`src/rtl/pipeline_sequencer.sv`:
```
// pipeline_sequencer: per-cycle stall/flush/enable sequencer for a 5-stage
// RISC-V core. It resolves load-use hazards, EX redirects, data-memory waits
// and HALT. A HALT drains the pipe and then parks the core.
//
// Memory handshake: mem_req is the MEM stage's request and is held stable
// until the cycle in which mem_ready is high. That cycle completes the access.
// A cycle with mem_req=1 and mem_ready=0 is a wait cycle and freezes the core.
// mem_ready is ignored whenever mem_req is low, except in MEM_WAIT, where only
// mem_ready decides whether the access has completed.
//
// dbg_state encoding: 0=RUN, 1=MEM_WAIT, 2=DRAIN, 3=HALTED.
module pipeline_sequencer #(
  parameter int DRAIN_CYCLES = 3,
  parameter int MEM_TIMEOUT  = 16,
  parameter int CNT_W        = 16
) (
  input  logic             clk,
  input  logic             reset,
  input  logic [4:0]       id_rs1,
  input  logic [4:0]       id_rs2,
  input  logic             id_use_rs1,
  input  logic             id_use_rs2,
  input  logic             id_halt,
  input  logic             ex_memread,
  input  logic [4:0]       ex_rd,
  input  logic             ex_redirect,
  input  logic             mem_req,
  input  logic             mem_ready,
  output logic             pc_write,
  output logic             ifid_write,
  output logic             ifid_flush,
  output logic             idex_flush,
  output logic             pipe_en,
  output logic             halted,
  output logic             mem_error,
  output logic [CNT_W-1:0] stall_count,
  output logic [1:0]       dbg_state
);

  typedef enum logic [1:0] {
    S_RUN      = 2'd0,
    S_MEM_WAIT = 2'd1,
    S_DRAIN    = 2'd2,
    S_HALTED   = 2'd3
  } state_t;

  localparam int DW = (DRAIN_CYCLES < 1) ? 1 : $clog2(DRAIN_CYCLES + 1);
  localparam int WW = (MEM_TIMEOUT < 3) ? 1 : $clog2(MEM_TIMEOUT);
  localparam logic [DW-1:0] DRAIN_INIT = DW'(DRAIN_CYCLES);
  // The wait counter holds the number of wait cycles already seen, so a
  // timeout fires on the wait cycle in which it equals MEM_TIMEOUT-1.
  localparam logic [WW-1:0] WAIT_LAST  = WW'(MEM_TIMEOUT - 1);

  state_t           r_state;
  state_t           w_next_state;
  logic [DW-1:0]    r_drain_cnt;
  logic [DW-1:0]    w_next_drain;
  logic [WW-1:0]    r_wait_cnt;
  logic [WW-1:0]    w_next_wait;
  logic             r_halted;
  logic             r_mem_error;
  logic [CNT_W-1:0] r_stall_count;

  logic w_freeze;
  logic w_load_use;
  logic w_advance;
  logic w_timeout;
  logic w_pc_write;
  logic w_ifid_write;
  logic w_ifid_flush;
  logic w_idex_flush;
  logic w_pipe_en;

  assign w_freeze   = mem_req & ~mem_ready;
  assign w_load_use = ex_memread & (ex_rd != 5'd0) &
                      ((id_use_rs1 & (id_rs1 == ex_rd)) |
                       (id_use_rs2 & (id_rs2 == ex_rd)));
  // In RUN a new wait starts on freeze. In MEM_WAIT only completion matters.
  assign w_advance  = (r_state == S_MEM_WAIT) ? mem_ready : ~w_freeze;

  // Next-state, counter updates and combinational control outputs.
  always_comb begin
    w_next_state = r_state;
    w_next_drain = r_drain_cnt;
    w_next_wait  = r_wait_cnt;
    w_timeout    = 1'b0;
    w_pc_write   = 1'b1;
    w_ifid_write = 1'b1;
    w_ifid_flush = 1'b0;
    w_idex_flush = 1'b0;
    w_pipe_en    = 1'b1;
    if (reset) begin
      w_pc_write   = 1'b0;
      w_ifid_write = 1'b0;
      w_pipe_en    = 1'b0;
      w_ifid_flush = 1'b1;
      w_idex_flush = 1'b1;
      w_next_state = S_RUN;
      w_next_drain = '0;
      w_next_wait  = '0;
    end else begin
      case (r_state)
        S_RUN, S_MEM_WAIT: begin
          if (!w_advance) begin
            w_pc_write   = 1'b0;
            w_ifid_write = 1'b0;
            w_pipe_en    = 1'b0;
            if (r_state == S_RUN) begin
              w_next_state = S_MEM_WAIT;
              w_next_wait  = WW'(1);
            end else if (r_wait_cnt == WAIT_LAST) begin
              w_next_state = S_HALTED;
              w_timeout    = 1'b1;
            end else begin
              w_next_wait = r_wait_cnt + 1'b1;
            end
          end else begin
            w_next_state = S_RUN;
            w_next_wait  = '0;
            if (ex_redirect) begin
              // The ID instruction is killed, so a hazard or HALT in ID is moot.
              w_ifid_flush = 1'b1;
              w_idex_flush = 1'b1;
            end else if (w_load_use) begin
              w_pc_write   = 1'b0;
              w_ifid_write = 1'b0;
              w_idex_flush = 1'b1;
            end else if (id_halt) begin
              // HALT moves into EX and then behaves as a bubble while the older work drains.
              w_pc_write   = 1'b0;
              w_ifid_write = 1'b0;
              w_next_state = S_DRAIN;
              w_next_drain = DRAIN_INIT;
            end
          end
        end
        S_DRAIN: begin
          w_pc_write   = 1'b0;
          w_ifid_write = 1'b0;
          w_idex_flush = 1'b1;
          w_pipe_en    = ~w_freeze;
          if (w_freeze) begin
            if (r_wait_cnt == WAIT_LAST) begin
              w_next_state = S_HALTED;
              w_timeout    = 1'b1;
            end else begin
              w_next_wait = r_wait_cnt + 1'b1;
            end
          end else begin
            w_next_wait = '0;
            if (r_drain_cnt != '0) begin
              w_next_drain = r_drain_cnt - 1'b1;
            end
            if (r_drain_cnt <= DW'(1)) begin
              w_next_state = S_HALTED;
            end
          end
        end
        default: begin
          w_pc_write   = 1'b0;
          w_ifid_write = 1'b0;
          w_pipe_en    = 1'b0;
        end
      endcase
    end
  end

  // State and progress counters. Reset discards any DRAIN or MEM_WAIT progress.
  always_ff @(posedge clk) begin
    if (reset) begin
      r_state     <= S_RUN;
      r_drain_cnt <= '0;
      r_wait_cnt  <= '0;
    end else begin
      r_state     <= w_next_state;
      r_drain_cnt <= w_next_drain;
      r_wait_cnt  <= w_next_wait;
    end
  end

  // Sticky status flags and the saturating stall-cycle counter.
  always_ff @(posedge clk) begin
    if (reset) begin
      r_halted      <= 1'b0;
      r_mem_error   <= 1'b0;
      r_stall_count <= '0;
    end else begin
      if (w_next_state == S_HALTED) begin
        r_halted <= 1'b1;
      end
      if (w_timeout) begin
        r_mem_error <= 1'b1;
      end
      if (!w_pc_write && (r_state != S_HALTED) && (r_stall_count != '1)) begin
        r_stall_count <= r_stall_count + 1'b1;
      end
    end
  end

  assign pc_write    = w_pc_write;
  assign ifid_write  = w_ifid_write;
  assign ifid_flush  = w_ifid_flush;
  assign idex_flush  = w_idex_flush;
  assign pipe_en     = w_pipe_en;
  assign halted      = r_halted;
  assign mem_error   = r_mem_error;
  assign stall_count = r_stall_count;
  assign dbg_state   = r_state;

endmodule

```
`config.mk`:
```
export PLATFORM = sky130hd
export DESIGN_NAME = pipeline_sequencer
export DESIGN_NICKNAME = d
export VERILOG_FILES = /design/src/rtl/pipeline_sequencer.sv
export SDC_FILE = /design/constraint.sdc
export NUM_CORES = 1
export LEC_CHECK = 0
export ABC_AREA = 1
export CORE_ASPECT_RATIO = 0.75
export CORE_MARGIN = 2
export CORE_UTILIZATION = 50
export DETAILED_ROUTE_END_ITERATION = 6
export GPL_TIMING_DRIVEN = 1
export PLACE_DENSITY = 0.82
export SLEW_MARGIN = 20
export SYNTH_ARGS = -nofsm -noshare
export SYNTH_HDL_FRONTEND = slang
export SYNTH_SLANG_ARGS = --single-unit
```
`constraint.sdc`:
```
create_clock -name clk -period 3.6 [get_ports clk]
set_input_delay 0.54 -clock clk [delete_from_list [all_inputs] [get_ports clk]]
set_output_delay 0.54 -clock clk [all_outputs]
set_load 0.03 [all_outputs]
```
; ---- Word level (Yosys, flattened, before mapping)
; Cells that the tools add are included.
; Widths: inputs -> output; s select.
[totals]
ff_bits = 26
in_bits = 24
output_inout_bits = 25
[classes]
n_addsub = 3
magnitude_cmp = 1
n_eq_ne = 14
mux = 47
n_bitwise = 8
reduce_logical = 9
[op_table]
columns = operator, count
row1 = $mux 2, 15
row2 = $mux 1, 22
row3 = $add 16x1->16 const B, 1
row4 = $mux 4, 4
row5 = $ne 16x16->1 const B, 1
row6 = $ne 2x2->1 const B, 7
row7 = $eq 5x5->1, 2
row8 = $pmux 2 s2, 2
row9 = $pmux 4 s2, 1
row10 = $reduce_and 7->1, 1
row11 = $pmux 1 s2, 3
row12 = $and 1x1->1, 5
row13 = $reduce_bool 5->1, 1
row14 = $add 4x1->4 const B, 1
row15 = $eq 2x2->1 const B, 2
row16 = $eq 4x4->1 const B, 1
row17 = $reduce_bool 2->1, 2
row18 = $eq 2x1->1 const B, 1
row19 = $le 2x1->1 const B, 1
row20 = $logic_and 1x1->1, 2
row21 = $logic_not 2->1, 1
row22 = $not 1->1, 2
row23 = $reduce_or 2->1, 1
row24 = $sub 2x1->2 const B, 1
row25 = 2 further kinds, 2

; ---- Logic depth before layout (Yosys ltp)
[depth]
ltp_word = 12
depth_mapped = 14
depth_no_buf = 14

; ---- Worst setup path before layout
; No wires, ideal clock.
[synth_path]
path_type = register -> output
from = reg r_state[1] (netlist: dbg_state[1])
to = out pc_write
t_arrival_ns = 1.922
required_time_ns = 3.060
path_slack_ns = 1.138
stages_incl_launch_ff = 11
path_buffers = 2
path_cell_list = dfxtp_1 > nor2_1 > o21ai_2 > inv_2 > nor2_2 > inv_2 > nor2_4 > nand2_4 > buf_2 > inv_1 > buf_4
[synth_between]
elab_chain_cells = 5
[synth_lines]
columns = item, line
row1 = start: declaration, 54  ; state_t r_state;
row2 = start signal: assignment, 175  ; r_state <= w_next_state;
row3 = $eq 2x1->1, -
row4 = $mux 1, 79  ; assign w_advance = (r_state == S_MEM_WAIT) ? mem_ready : ~w_freeze;
row5 = $mux 1, -
row6 = $mux 1 (*) (2 in series), -
row7 = end: declaration, 29  ; output logic pc_write,
; Mark *: on every way between the ends. The rest lies on a longest branch, timed or not.

; ---- Worst setup path after layout
[layout_path]
from = in ex_rd[4]
to = out ifid_write
[layout_between]
elab_chain_cells = 9
[layout_lines]
columns = item, line
row1 = start: declaration, 25  ; input logic [4:0] ex_rd,
row2 = "$eq 5x5->1, on equally long branches", "76, 77"
row3 = "$and 1x1->1, on equally long branches", "76, 77"
row4 = $or 1x1->1, 76  ; ((id_use_rs1 & (id_rs1 == ex_rd)) |
row5 = $and 1x1->1 (*), 75  ; assign w_load_use = ex_memread & (ex_rd != 5'd0) &
row6 = $mux 1 (*), 124  ; end else if (w_load_use) begin
row7 = $mux 1 (*), 120  ; if (ex_redirect) begin
row8 = $mux 1 (*), 104  ; if (!w_advance) begin
row9 = $mux 1 (*), 102  ; case (r_state)
row10 = $mux 1 (*), 92  ; if (reset) begin
row11 = end: declaration, 30  ; output logic ifid_write,
; Marked as above.

==> flow_metrics.py <==
metrics = {
    "status": {
        "run_status": "completed",
    },
    "floorplanning": {
        "die_h_um": 56.5,
        "io_pins": 49,
        "initial_core_util": 0.511,
        "std_cell_rows": 19,
        "floorplan.core_area_um2": 3590,
        "width_of_the_chip_um": 73.9,
        "fp.dieArea_um2": 4170,
    },
    "worst_hold_path": {
        "worstHoldPathCells": 2,
        "hp-class": "reg2reg",
    },
    "finish": {
        "area.growth.synth_to_final_pct": 30.6,
        "design_area_um2": 2400,
        "design.final.nets": 354,
        "post_route_cells_drive_above_1_share": 0.0800,
        "antennaDiodeCount": 0,
        "filler_cell_count": 312,
    },
    "cts": {
        "cts_inserted_buffers": 3,
        "cts_num_sinks": 26,
        "clockRootBuffer": "clkbuf_8",
        "cts_setup_buffers": 0,
        "tritoncts": "done",
        "htree_levels": 1,
        "cts.hold.buffers_added": 0,
        "clock_path_buffers": 2,
        "post_cts.resized_instances": 0,
        "clock_latency_ps": 270,
        "clock_transition_at_the_registers_of_the_reported_paths_ps": 90,
    },
    "sta": {
        "setup_total_negative_slack_ps": 0,
        "clock_skew_ps": 1.42,
        "number_of_hold_violations_in_the_final_report": 0,
        "slew_headroom": 0.518,
        "finalSetupViolations": 0,
        "rsz0062_at_grt": "no",
        "worst_slew_pin_slew_ps": 722,
        "post-route-min-period_ps": 3160,
        "final_max_slew_viol_count": 0,
        "fin_crit_share": 0.878,
        "fmax_ghz": 0.316,
    },
    "worst_setup_path": {
        "worstPathMaxFanout": 18,
        "worst-endpoint-required_ps": 3060,
        "path_class": "in2out",
        "crit_path_start_kind": "primary input",
        "max_stage_delay_ps": 670,
        "cells_on_worst_reg2reg_path": 9,
        "cp_data_arrival_time_ps": 2620,
        "most_frequent_cell_on_the_critical_path": "nand2_1",
        "timing.critical_path.cells": "clkdlybuf4s50_1 -> nand2_1 -> nand2_1 -> nor2_1 -> nand3_1 -> nand2_1 -> nand2_1 -> nand2_1 -> nand2_1 -> nand2_4 -> inv_1 -> clkdlybuf4s50_1",
        "critical_path.endpoint_type": "output port",
        "slowest_stage": "clkdlybuf4s50_1",
    },
    "detailed_routing": {
        "vias_per_cell": 5.01,
        "routed.top_layer": "met4",
        "drt-initial-drc-count": 125,
        "drt_pre_antenna_iters": 4,
        "totalWireLength_um": 4590,
        "route.vias.total": 1890,
        "final_antenna_net_count": 0,
        "met3_wirelength_um": 243,
        "routedLengthMet1_um": 2390,
        "dr_wl_met2_um": 1910,
        "detailed_route_drc_error_count": 0,
        "drt-wirelength-per-cell_um": 12.2,
    },
    "run": {
        "max-cap-violations": 0,
    },
    "logic_synthesis": {
        "synth.top_cell.area_share": 0.284,
        "synth_area_leaders": "dfxtp_1 28%, nand2_1 15%, inv_1 7.0%, nand4_1 6.8%, nor2_1 6.3%",
        "postSynthAreaPerCell_um2": 6.55,
        "yosys.cell_count.top_type": "nand2_1",
        "syn_inst": 280,
        "number_of_flops_mapped_to_enable_cells_by_yosys": 0,
        "synth_top_flop_cell": "dfxtp_1",
        "syn-cell-area_um2": 1830,
        "ys_top_cells_by_count": "74 x nand2_1, 34 x inv_1, 31 x nor2_1",
        "post-synth-top-area-cell": "dfxtp_1",
        "synthDistinctLibCells": 36,
        "post_synth_arst_share": 0,
        "mappedNetlistNets": 308,
        "synth-warning-count": 0,
        "postSynthRegisterBits": 26,
        "synth-seq-area-share": 0.284,
    },
    "placement": {
        "buffer_ports.inserted": 48,
        "finalWeightedCongestion": 0.892,
        "dp_hpwl_um": 3540,
        "place_area_um2": 2340,
    },
    "global_routing": {
        "wire_length_of_the_first_global_routing_pass_um": 7650,
        "grt.total_usage": 0.231,
        "globalRoute.totalOverflow": 0,
        "vias_in_the_first_global_route": 1664,
        "grt_start_max_net_pins": 21,
        "antenna_found_initial": 0,
    },
    "power_and_ir_drop": {
        "static_leakage_nw": 1.01,
        "vdd_ir_drop_max_v": 0.000206,
        "powerDensity_nw_per_um2": 276,
    },
}
==> cells in the final DEF (no fill, tap or decap), drive strengths merged <==
cell type and instances:
o21ai 4, a211oi 1, nor3 8, nor2 34
o21bai 1, buf 1, dfxtp 26, a311oi 1
nand4 21, xor2 9, nand3 13, inv 40
nand2 76, a21oi 24, clkbuf 4, a221oi 1
ha 4, a31oi 2, clkdlybuf4s50 48, o211ai 1
o31ai 1, xnor2 5
==> kinds of logic after synthesis <==
group           synth area share
compound gates             0.119
simple gates               0.396
flops                      0.284
fa+ha+maj                 0.0273
xor+xnor                  0.0668
buf+inv                    0.107
==> flip-flops by register name (all words and copies together) (netlist names) <==
register / count
mem_error: 1
r_drain_cnt: 2
halted: 1
stall_count: 16
r_wait_cnt: 4
dbg_state: 2
==> final timing paths <==
path / to / slack [ps] / startpoint
max: ifid_write / 440 / ex_rd[4]
min: r_drain_cnt[1]$_SDFFE_PP0P_ / 490 / r_drain_cnt[1]$_SDFFE_PP0P_
max reg2reg: stall_count[1]$_SDFFE_PP0P_ / 1520 / stall_count[0]$_SDFFE_PP0P_
min reg2reg: r_drain_cnt[1]$_SDFFE_PP0P_ / 490 / r_drain_cnt[1]$_SDFFE_PP0P_
==> through the flow <==
stage | total power [mW] | worst slack (ps) | cells | util | hold slack [ps]
2_1_floorplan | 0.413 | 1140 | 280 | - | 452
3_3_place_gp | 0.474 | 486 | 373 | 0.652 | 466
3_5_place_dp | 0.477 | 443 | 373 | 0.652 | 464
4_1_cts | 0.666 | 437 | 377 | 0.667 | 491
5_1_grt | 0.691 | 257 | 377 | 0.667 | 523
6_report | 0.661 | 439 | 377 | 0.667 | 492
==> metal layers <==
metal	global-route usage	vias to the layer above
li1	-	1005
met1	0.356	832
met2	0.325	47
met3	0.0557	6
met4	0.0442	0
met5	0	-
==> critical path, delay by kind of cell <==
family	cells	cell delay (ps)
buffers and inverters	3	1330
AND/OR/NAND/NOR	9	750
==> power breakdown <==
group,leakage (nW),internal (mW),total [mW],switching (mW)
clock network,0.0288,0.0978,0.189,0.0915
registers,0.211,0.297,0.307,0.0104
logic,0.769,0.0691,0.165,0.0955
==> layout make-up <==
class	count	area (um^2)	area share
multi-input combinational	206	1120	0.466
sequential	26	520	0.217
timing repair buffer	49	488	0.204
inverter	40	150	0.0627
tap	52	65.1	0.0272
clock buffer	4	55.1	0.0230
Power figures use the tool's default switching activity.
